==> src/rtl/pyc_sync_fifo_ctl_pkg.sv <==
// ----------------------------------------------------------------------------
// pyc_sync_fifo_ctl_pkg : width helpers shared by the pyc FIFO family
// Rev 1.0
// ----------------------------------------------------------------------------
`default_nettype none

package pyc_sync_fifo_ctl_pkg;

  // Ceiling log2; returns 0 for values <= 1.
  function automatic int pyc_clog2(input int value);
    int r;
    r = 0;
    for (int i = 0; i < 31; i++) begin
      if ((1 << i) < value) r = i + 1;
    end
    return r;
  endfunction

  // Width of an occupancy value covering 0..depth+1 (array plus output register).
  function automatic int pyc_fifo_lw(input int depth);
    return pyc_clog2(depth + 2);
  endfunction

endpackage

`default_nettype wire

==> src/rtl/pyc_sync_fifo_ctl_ptr.sv <==
// ----------------------------------------------------------------------------
// pyc_sync_fifo_ctl_ptr : modulo-DEPTH wrap counter with clear
// Rev 1.0
// ----------------------------------------------------------------------------
`default_nettype none

module pyc_sync_fifo_ctl_ptr
  import pyc_sync_fifo_ctl_pkg::*;
#(
  parameter  int DEPTH = 4,
  localparam int PW    = pyc_clog2(DEPTH)
) (
  input  logic          clk,
  input  logic          rst_n,
  input  logic          inc,
  input  logic          clear,
  output logic [PW-1:0] ptr
);

  localparam logic [PW-1:0] c_last = PW'(DEPTH - 1);

  logic [PW-1:0] r_ptr;

  // Explicit compare so non-power-of-two depths wrap correctly.
  always_ff @(posedge clk or negedge rst_n) begin
    if (!rst_n) begin
      r_ptr <= '0;
    end else if (clear) begin
      r_ptr <= '0;
    end else if (inc) begin
      r_ptr <= (r_ptr == c_last) ? '0 : r_ptr + 1'b1;
    end
  end

  assign ptr = r_ptr;

endmodule

`default_nettype wire

==> src/rtl/pyc_sync_fifo_ctl.sv <==
// ----------------------------------------------------------------------------
// pyc_sync_fifo_ctl : single-clock ready/valid FIFO, registered output,
//                     level, almost flags, sync flush. Option: PYC_FIFO_BYPASS_EN
// Rev 1.0
// ----------------------------------------------------------------------------
`default_nettype none

module pyc_sync_fifo_ctl
  import pyc_sync_fifo_ctl_pkg::*;
#(
  parameter  int WIDTH     = 1,
  parameter  int DEPTH     = 4,
  parameter  int AFULL_TH  = DEPTH,
  parameter  int AEMPTY_TH = 0,
  localparam int LW        = pyc_fifo_lw(DEPTH)
) (
  input  logic             clk,
  input  logic             rst_n,
  input  logic             flush,
  input  logic             in_valid,
  output logic             in_ready,
  input  logic [WIDTH-1:0] in_data,
  output logic             out_valid,
  input  logic             out_ready,
  output logic [WIDTH-1:0] out_data,
  output logic [LW-1:0]    level,
  output logic             almost_full,
  output logic             almost_empty
);

  localparam int c_pw = pyc_clog2(DEPTH);
  localparam int c_cw = pyc_clog2(DEPTH + 1);
  localparam logic [c_cw-1:0] c_depth_cnt = c_cw'(DEPTH);
  localparam logic [LW-1:0]   c_afull     = LW'(AFULL_TH);
  localparam logic [LW-1:0]   c_aempty    = LW'(AEMPTY_TH);

  logic [WIDTH-1:0] r_mem [DEPTH];
  logic [c_pw-1:0]  w_rptr;
  logic [c_pw-1:0]  w_wptr;
  logic [c_cw-1:0]  r_cnt;
  logic [c_cw-1:0]  w_cnt_next;
  logic [LW-1:0]    r_level;
  logic [LW-1:0]    w_level_next;
  logic [WIDTH-1:0] r_out_data;
  logic             r_out_valid;
  logic             r_full;
  logic             r_afull;
  logic             r_aempty;
  logic             w_push;
  logic             w_pop;
  logic             w_arr_empty;
  logic             w_refill_en;
  logic             w_refill;
  logic             w_bypass;
  logic             w_wr;

  assign in_ready    = ~r_full & ~flush;
  assign out_valid   = r_out_valid & ~flush;
  assign w_push      = in_valid & in_ready;
  assign w_pop       = out_valid & out_ready;
  assign w_arr_empty = (r_cnt == '0);
  assign w_refill_en = ~r_out_valid | w_pop;
  assign w_refill    = w_refill_en & ~w_arr_empty;

`ifdef PYC_FIFO_BYPASS_EN
  // Word goes straight to the output register when nothing is queued ahead of it.
  assign w_bypass = w_refill_en & w_arr_empty & w_push;
`else
  assign w_bypass = 1'b0;
`endif

  assign w_wr         = w_push & ~w_bypass;
  assign w_cnt_next   = r_cnt + c_cw'(w_wr) - c_cw'(w_refill);
  assign w_level_next = r_level + LW'(w_push) - LW'(w_pop);

  pyc_sync_fifo_ctl_ptr #(.DEPTH(DEPTH)) u_rptr (
    .clk   (clk),
    .rst_n (rst_n),
    .inc   (w_refill),
    .clear (flush),
    .ptr   (w_rptr)
  );

  pyc_sync_fifo_ctl_ptr #(.DEPTH(DEPTH)) u_wptr (
    .clk   (clk),
    .rst_n (rst_n),
    .inc   (w_wr),
    .clear (flush),
    .ptr   (w_wptr)
  );

  always_ff @(posedge clk) begin
    if (w_wr) r_mem[w_wptr] <= in_data;
  end

  always_ff @(posedge clk or negedge rst_n) begin
    if (!rst_n) begin
      r_cnt       <= '0;
      r_full      <= 1'b0;
      r_level     <= '0;
      r_afull     <= 1'b0;
      r_aempty    <= 1'b1;
      r_out_valid <= 1'b0;
      r_out_data  <= '0;
    end else if (flush) begin
      r_cnt       <= '0;
      r_full      <= 1'b0;
      r_level     <= '0;
      r_afull     <= 1'b0;
      r_aempty    <= 1'b1;
      r_out_valid <= 1'b0;
    end else begin
      r_cnt    <= w_cnt_next;
      r_full   <= (w_cnt_next == c_depth_cnt);
      r_level  <= w_level_next;
      r_afull  <= (w_level_next >= c_afull);
      r_aempty <= (w_level_next <= c_aempty);
      if (w_refill_en) begin
        if (w_refill) begin
          r_out_valid <= 1'b1;
          r_out_data  <= r_mem[w_rptr];
        end else if (w_bypass) begin
          r_out_valid <= 1'b1;
          r_out_data  <= in_data;
        end else begin
          r_out_valid <= 1'b0;
        end
      end
    end
  end

  assign out_data     = r_out_data;
  assign level        = r_level;
  assign almost_full  = r_afull;
  assign almost_empty = r_aempty;

endmodule

`default_nettype wire
==> config.mk <==
export PLATFORM = sky130hd
export DESIGN_NAME = pyc_sync_fifo_ctl
export DESIGN_NICKNAME = d
export VERILOG_FILES = /design/src/rtl/pyc_sync_fifo_ctl_pkg.sv /design/src/rtl/pyc_sync_fifo_ctl_ptr.sv /design/src/rtl/pyc_sync_fifo_ctl.sv
export SDC_FILE = /design/constraint.sdc
export NUM_CORES = 1
export LEC_CHECK = 0
export ABC_AREA = 1
export CAP_MARGIN = 0
export CELL_PAD_IN_SITES_DETAIL_PLACEMENT = 1
export CELL_PAD_IN_SITES_GLOBAL_PLACEMENT = 1
export CORE_ASPECT_RATIO = 1.75
export CORE_MARGIN = 2
export CORE_UTILIZATION = 42
export CTS_BUF_LIST = sky130_fd_sc_hd__clkbuf_2 sky130_fd_sc_hd__clkbuf_4 sky130_fd_sc_hd__clkbuf_8
export CTS_CLUSTER_SIZE = 25
export DETAILED_ROUTE_END_ITERATION = 10
export PLACE_DENSITY_LB_ADDON = 0.3
export SLEW_MARGIN = 20
export SYNTH_ARGS = -nofsm -noshare
export SYNTH_HDL_FRONTEND = slang
export SYNTH_SLANG_ARGS = --single-unit
==> constraint.sdc <==
create_clock -name clk -period 2.6 [get_ports clk]
set_input_delay 0.52 -clock clk [delete_from_list [all_inputs] [get_ports clk]]
set_output_delay 0.52 -clock clk [all_outputs]
set_load 0.02 [all_outputs]
# Word-level counts from Yosys, hierarchy flattened
# Memory sizes are Yosys's and may differ from the RTL's. A register that Yosys moved wholly into a read port is not among the register bits.
# Cells that the tools add are included.
dict set report word_totals {
  register_bits 14
  ram_bits 4
  input_bits 6
  out_inout_bits 8
  word_cells 52
  mem_count 1
}
dict set report op_classes {
  addsub 6
  magnitude_cmp 2
  eq_ne 3
  mux 16
  bitwise_logic 10
  n_reduce_logical 6
}
# name words word_bits read_ports rd_ports_with_merged_regs wr line_no
set memory_table {}
lappend memory_table {r_mem 4 1 1 1 1 pyc_sync_fifo_ctl.sv:37} ;# logic [WIDTH-1:0] r_mem [DEPTH];
# op n
set ops {}
lappend ops {{$mux W2} 6}
lappend ops {{$mux W1} 8}
lappend ops {{$add A3 B1 Y3} 2}
lappend ops {{$mux W3} 2}
lappend ops {{$reduce_bool A2 Y1} 3}
lappend ops {{$sub A3 B1 Y3} 2}
lappend ops {{$and A1 B1 Y1} 5}
lappend ops {{$add A2 B1 Y2 const B} 2}
lappend ops {{$eq A2 B2 Y1 const B} 2}
lappend ops {{$not A1 Y1} 4}
lappend ops {{$eq A3 B3 Y1 const B} 1}
lappend ops {{$ge A3 B3 Y1 const B} 1}
lappend ops {{$le A3 B1 Y1 const B} 1}
lappend ops {{$logic_not A3 Y1} 1}
lappend ops {{$reduce_and A3 Y1} 1}
lappend ops {{$logic_not A1 Y1} 1}
lappend ops {{$or A1 B1 Y1} 1}

# Depth between registers and ports, before layout
# Gate-level depths: netlist of the first run.
dict set report depth {
  word_depth 8
  mapped_depth 14
}

# By module
# Synthesis of the first run repeated with hierarchy kept, for this count alone.
dict set report hier_totals {
  cells_unflattened 114
  area_unflattened_um2 970.9
}
# mod instances cells_each area_each_um2 seq_area_each_um2
set by_module_without_submodules {}
lappend by_module_without_submodules {pyc_sync_fifo_ctl 1 90 768.2 396.6}
lappend by_module_without_submodules {pyc_sync_fifo_ctl_ptr 2 12 101.3 50.0}

# Least setup slack after synthesis of the first run
# Ideal clock, no wire load.
dict set report synth_timing {
  kind {input-to-reg}
  from {input port flush}
  to {register r_afull (netlist: almost_full)}
  setup_ns 0.121
  arrival_ns 2.033
  required_ns 2.479
  setup_slack_ns 0.445
  path_stages 13
  n_path_buf 0
  cell_sequence {nor2_4 -> nand2_4 -> ha_1 -> inv_1 -> ha_1 -> inv_1 -> fa_1 -> inv_1 -> nand2_1 -> nand2_1 -> nand2_1 -> nand2_1 -> nor2_1}
}
dict set report synth_between {
  elab_chain_len 7
  word_cells_on_any_way 9
  classes_between {add/sub: 2; order compare: 1; mux: 1; bitwise: 5}
}
# item line_no
set synth_rtl {}
lappend synth_rtl {{start, declared} pyc_sync_fifo_ctl.sv:19} ;# input logic flush,
lappend synth_rtl {{$not A1 Y1 (no source line)} --}
lappend synth_rtl {{$and A1 B1 Y1} pyc_sync_fifo_ctl.sv:57} ;# assign in_ready = ~r_full & ~flush;
lappend synth_rtl {{$and A1 B1 Y1} pyc_sync_fifo_ctl.sv:59} ;# assign w_push = in_valid & in_ready;
lappend synth_rtl {{$add A3 B1 Y3} pyc_sync_fifo_ctl.sv:74} ;# assign w_level_next = r_level + LW'(w_push) - LW'(w_pop);
lappend synth_rtl {{$sub A3 B1 Y3} pyc_sync_fifo_ctl.sv:74}
lappend synth_rtl {{$ge A3 B3 Y1} pyc_sync_fifo_ctl.sv:116} ;# r_afull <= (w_level_next >= c_afull);
lappend synth_rtl {{$mux W1 *} pyc_sync_fifo_ctl.sv:105} ;# end else if (flush) begin
lappend synth_rtl {{end signal, assigned} pyc_sync_fifo_ctl.sv:116}
lappend synth_rtl {{end, declared} pyc_sync_fifo_ctl.sv:47} ;# logic r_afull;
# Every way passes the cells marked *; elsewhere a longest branch is shown, timed or not.
# A chain may end at the register's enable or synchronous reset.

# Worst setup path in the final report of the first run
dict set report layout_timing {
  from {input port out_ready}
  to {register r_aempty (netlist: almost_empty)}
}
dict set report layout_between {
  elab_chain_len 4
}
# item line_no
set layout_rtl {}
lappend layout_rtl {{start, declared} pyc_sync_fifo_ctl.sv:24} ;# input logic out_ready,
lappend layout_rtl {{$and A1 B1 Y1} pyc_sync_fifo_ctl.sv:60} ;# assign w_pop = out_valid & out_ready;
lappend layout_rtl {{$sub A3 B1 Y3} pyc_sync_fifo_ctl.sv:74}
lappend layout_rtl {{$le A3 B1 Y1} pyc_sync_fifo_ctl.sv:117} ;# r_aempty <= (w_level_next <= c_aempty);
lappend layout_rtl {{$mux W1} pyc_sync_fifo_ctl.sv:105}
lappend layout_rtl {{end signal, assigned} pyc_sync_fifo_ctl.sv:117}
lappend layout_rtl {{end, declared} pyc_sync_fifo_ctl.sv:48} ;# logic r_aempty;
# No other way between the ends.

==> results.sh, run 1 <==
export IMPL_status="completed"
export IMPL_filler_cell_count=287
export IMPL_gp_congestion=0.750
export IMPL_cts_root_buf="clkbuf_8"
export IMPL_die_w_um=41.3
export IMPL_tns_ps=0
export IMPL_ys_warn_count=0
export IMPL_hold_path_class="reg -> reg"
export IMPL_dieHeight_um=69.3
export IMPL_leakage_nw=0.637
export IMPL_synth_area_per_cell_um2=9.13
export IMPL_wl_met3_um=47
export IMPL_drc=0
export IMPL_cp_end_kind="flop"
export IMPL_cts_sinks=19
export IMPL_via_per_inst=4.91
export IMPL_antenna_left=0
export IMPL_ctsHoldBuffers=0
export IMPL_worst_slew_pin_slew_ps=698
export IMPL_final_max_slew_viol_count=0
export IMPL_syn_to_final_growth_pct=24.2
export IMPL_holdWs_ps=510
export IMPL_fin_crit_sh=0.897
export IMPL_arrival_ps=2540
export IMPL_post_cts_resized=0
export IMPL_dieArea_um2=2860
export IMPL_final_common_cell="inv_1"
export IMPL_drv_cap=0
export IMPL_num_rows=23
export IMPL_wirelength_mm=2.12
export IMPL_grt_max_degree=16
export IMPL_route_top_layer_used="met4"
export IMPL_vias=775
export IMPL_slew_headroom=0.533
export IMPL_cts_path_max_buffers=2
export IMPL_synth_cell_types=24
export IMPL_clk_latency_ps=260
export IMPL_post_cts_buffers=0
export IMPL_fin_nets=150
export IMPL_final_cell_mix="inv_1, nand2_1, nor2_1, dfrtp_1, clkdlybuf4s50_1"
export IMPL_antenna_found_initial=0
export IMPL_grt_usage=0.185
export IMPL_path_max_fanout=3
export IMPL_skew_ps=2.30
export IMPL_cts_max_level=1
export IMPL_met1_length_um=820
export IMPL_startpoint_type="primary input"
export IMPL_overflow=0
export IMPL_core_area_um2=2300
export IMPL_io_pins=14
export IMPL_netlist_area_um2=1020
export IMPL_ir_drop_uv=670
export IMPL_setup_viol=0
export IMPL_hpwl_mm=1.69
export IMPL_power_mw=1.35
export IMPL_hold_viol_final=0
export IMPL_grt_pass1_vias=886
export IMPL_start_util=0.444
export IMPL_critical_path_class="in -> reg"
export IMPL_first_pass_iters=2
export IMPL_ys_seq_elements=19
export IMPL_cp_required_ps=2810
export IMPL_power_per_cell_area_nw_per_um2=1060
export IMPL_numCtsBuffers=3
export IMPL_drive_gt1_frac=0.158
export IMPL_port_buffers=13
export IMPL_max_freq_mhz=429
export IMPL_grt_setup_unrepaired="false"
export IMPL_initialDrtViolationCount=10
export IMPL_cts_tree="done"
export IMPL_final_cells=158
export IMPL_grt_pass1_wl_mm=3.67
export IMPL_syn_num_nets=128
export IMPL_dp_cells=154
export IMPL_antenna_cells=0
export IMPL_finalCoreUtilization=0.552
export IMPL_min_period_ps=2330
export IMPL_routedWlPerCell_um=13.4
export IMPL_clkTransAtPathRegs_ps=70
export IMPL_ys_seq_area_frac=0.486
export IMPL_synthCells=112
export IMPL_dr_wl_met2_mm=1.20
-- worst max-delay path, stage by stage --
cell and delay, ps:
clkdlybuf4s50_1 460, inv_1 70, nor3_2 110, ha_1 260, inv_1 60, ha_1 140
inv_1 50, fa_1 390, inv_1 70, nand2_1 70, nand2_1 80, nand2_1 40
nand2_1 90, nand2_1 70, nand2_1 60
-- final timing paths --
kind,startpoint,to,slack [ps],depth (start not counted)
worst max-delay path,out_ready,almost_empty,270,15
worst min-delay path,out_data,out_data,510,2
worst max register to register,r_out_valid,almost_empty,570,14
worst min register to register,out_data,out_data,510,2
max in group asynchronous,rst_n,r_cnt[2],1480,1
min in group asynchronous,rst_n,almost_full,680,1
-- power breakdown --
group / internal [mW] / leakage [nW] / switching (mW)
registers: 0.407 / 0.230 / 0.0727
clock network: 0.107 / 0.0255 / 0.100
logic: 0.285 / 0.382 / 0.375
total: 0.798 / 0.637 / 0.548
-- per-layer routing --
metal  track usage  vias to the layer above
li1              -                      381
met1         0.191                      376
met2         0.326                       13
met3        0.0288                        5
met4        0.0860                        0
met5             0                        -
-- through the flow --
stage          area (um^2)  setup slack, ps
2_1_floorplan         1020              445
3_3_place_gp          1220            -41.3
3_5_place_dp          1220             -119
4_1_cts               1260             78.2
5_1_grt               1270             72.8
6_report              1270              267
-- synth_stat cells --
cell / count / area (um^2)
nand3_2: 1 / 10.0
inv_2: 1 / 3.75
a22oi_2: 1 / 12.5
nand2_1: 21 / 78.8
fa_1: 2 / 40.0
nand2_4: 1 / 11.3
dfstp_2: 1 / 26.3
buf_2: 1 / 5.00
nand3b_1: 1 / 7.51
inv_1: 22 / 82.6
a21oi_1: 1 / 5.00
dfrtp_1: 14 / 350
or2_2: 1 / 6.26
ha_1: 8 / 100
o21ai_1: 3 / 15.0
o21ai_2: 2 / 17.5
o21ai_0: 1 / 5.00
nor2_4: 1 / 11.3
xor2_1: 1 / 8.76
nand3_1: 6 / 30.0
nand2_2: 2 / 12.5
nor3_1: 2 / 10.0
edfxtp_1: 4 / 120
nor2_1: 14 / 52.6
-- cell families (layout without fill, tap and decap cells) --
logic type               after synthesis  in the layout  share of synthesized area
buffers and inverters                 24             45                     0.0893
XOR/XNOR                               1              1                    0.00857
AND/OR/NAND/NOR                       50             50                      0.225
flip-flops                            19             19                      0.486
adder cells (fa/ha/maj)               10             10                      0.137
AO/OA/AOI/OAI                          8              8                     0.0538
-- flip-flops by register name, indices dropped and copies added, names as in the netlist --
signal	flops
r_mem	4
level	3
r_cnt	3
u_rptr.ptr	2
u_wptr.ptr	2
almost_empty	1
almost_full	1
out_data	1
r_full	1
r_out_valid	1
-- final cells by class --
type / instances / area (um^2) / area share
timing repair buffer: 18 / 170 / 0.134
clock inverter: 1 / 5.00 / 0.00394
multi-input combinational: 69 / 439 / 0.346
tap: 25 / 31.3 / 0.0246
sequential: 19 / 497 / 0.391
clock buffer: 3 / 41.3 / 0.0325
inverter: 23 / 86.3 / 0.0680
Power figures use the tool's default switching activity.
==> inputs of run 2 (changes only) <==
Settings changed: SETUP_SLACK_MARGIN set to 0.05.
==> results of run 2 <==
The final DEF is identical to that of run 1; final timing and power are the same.
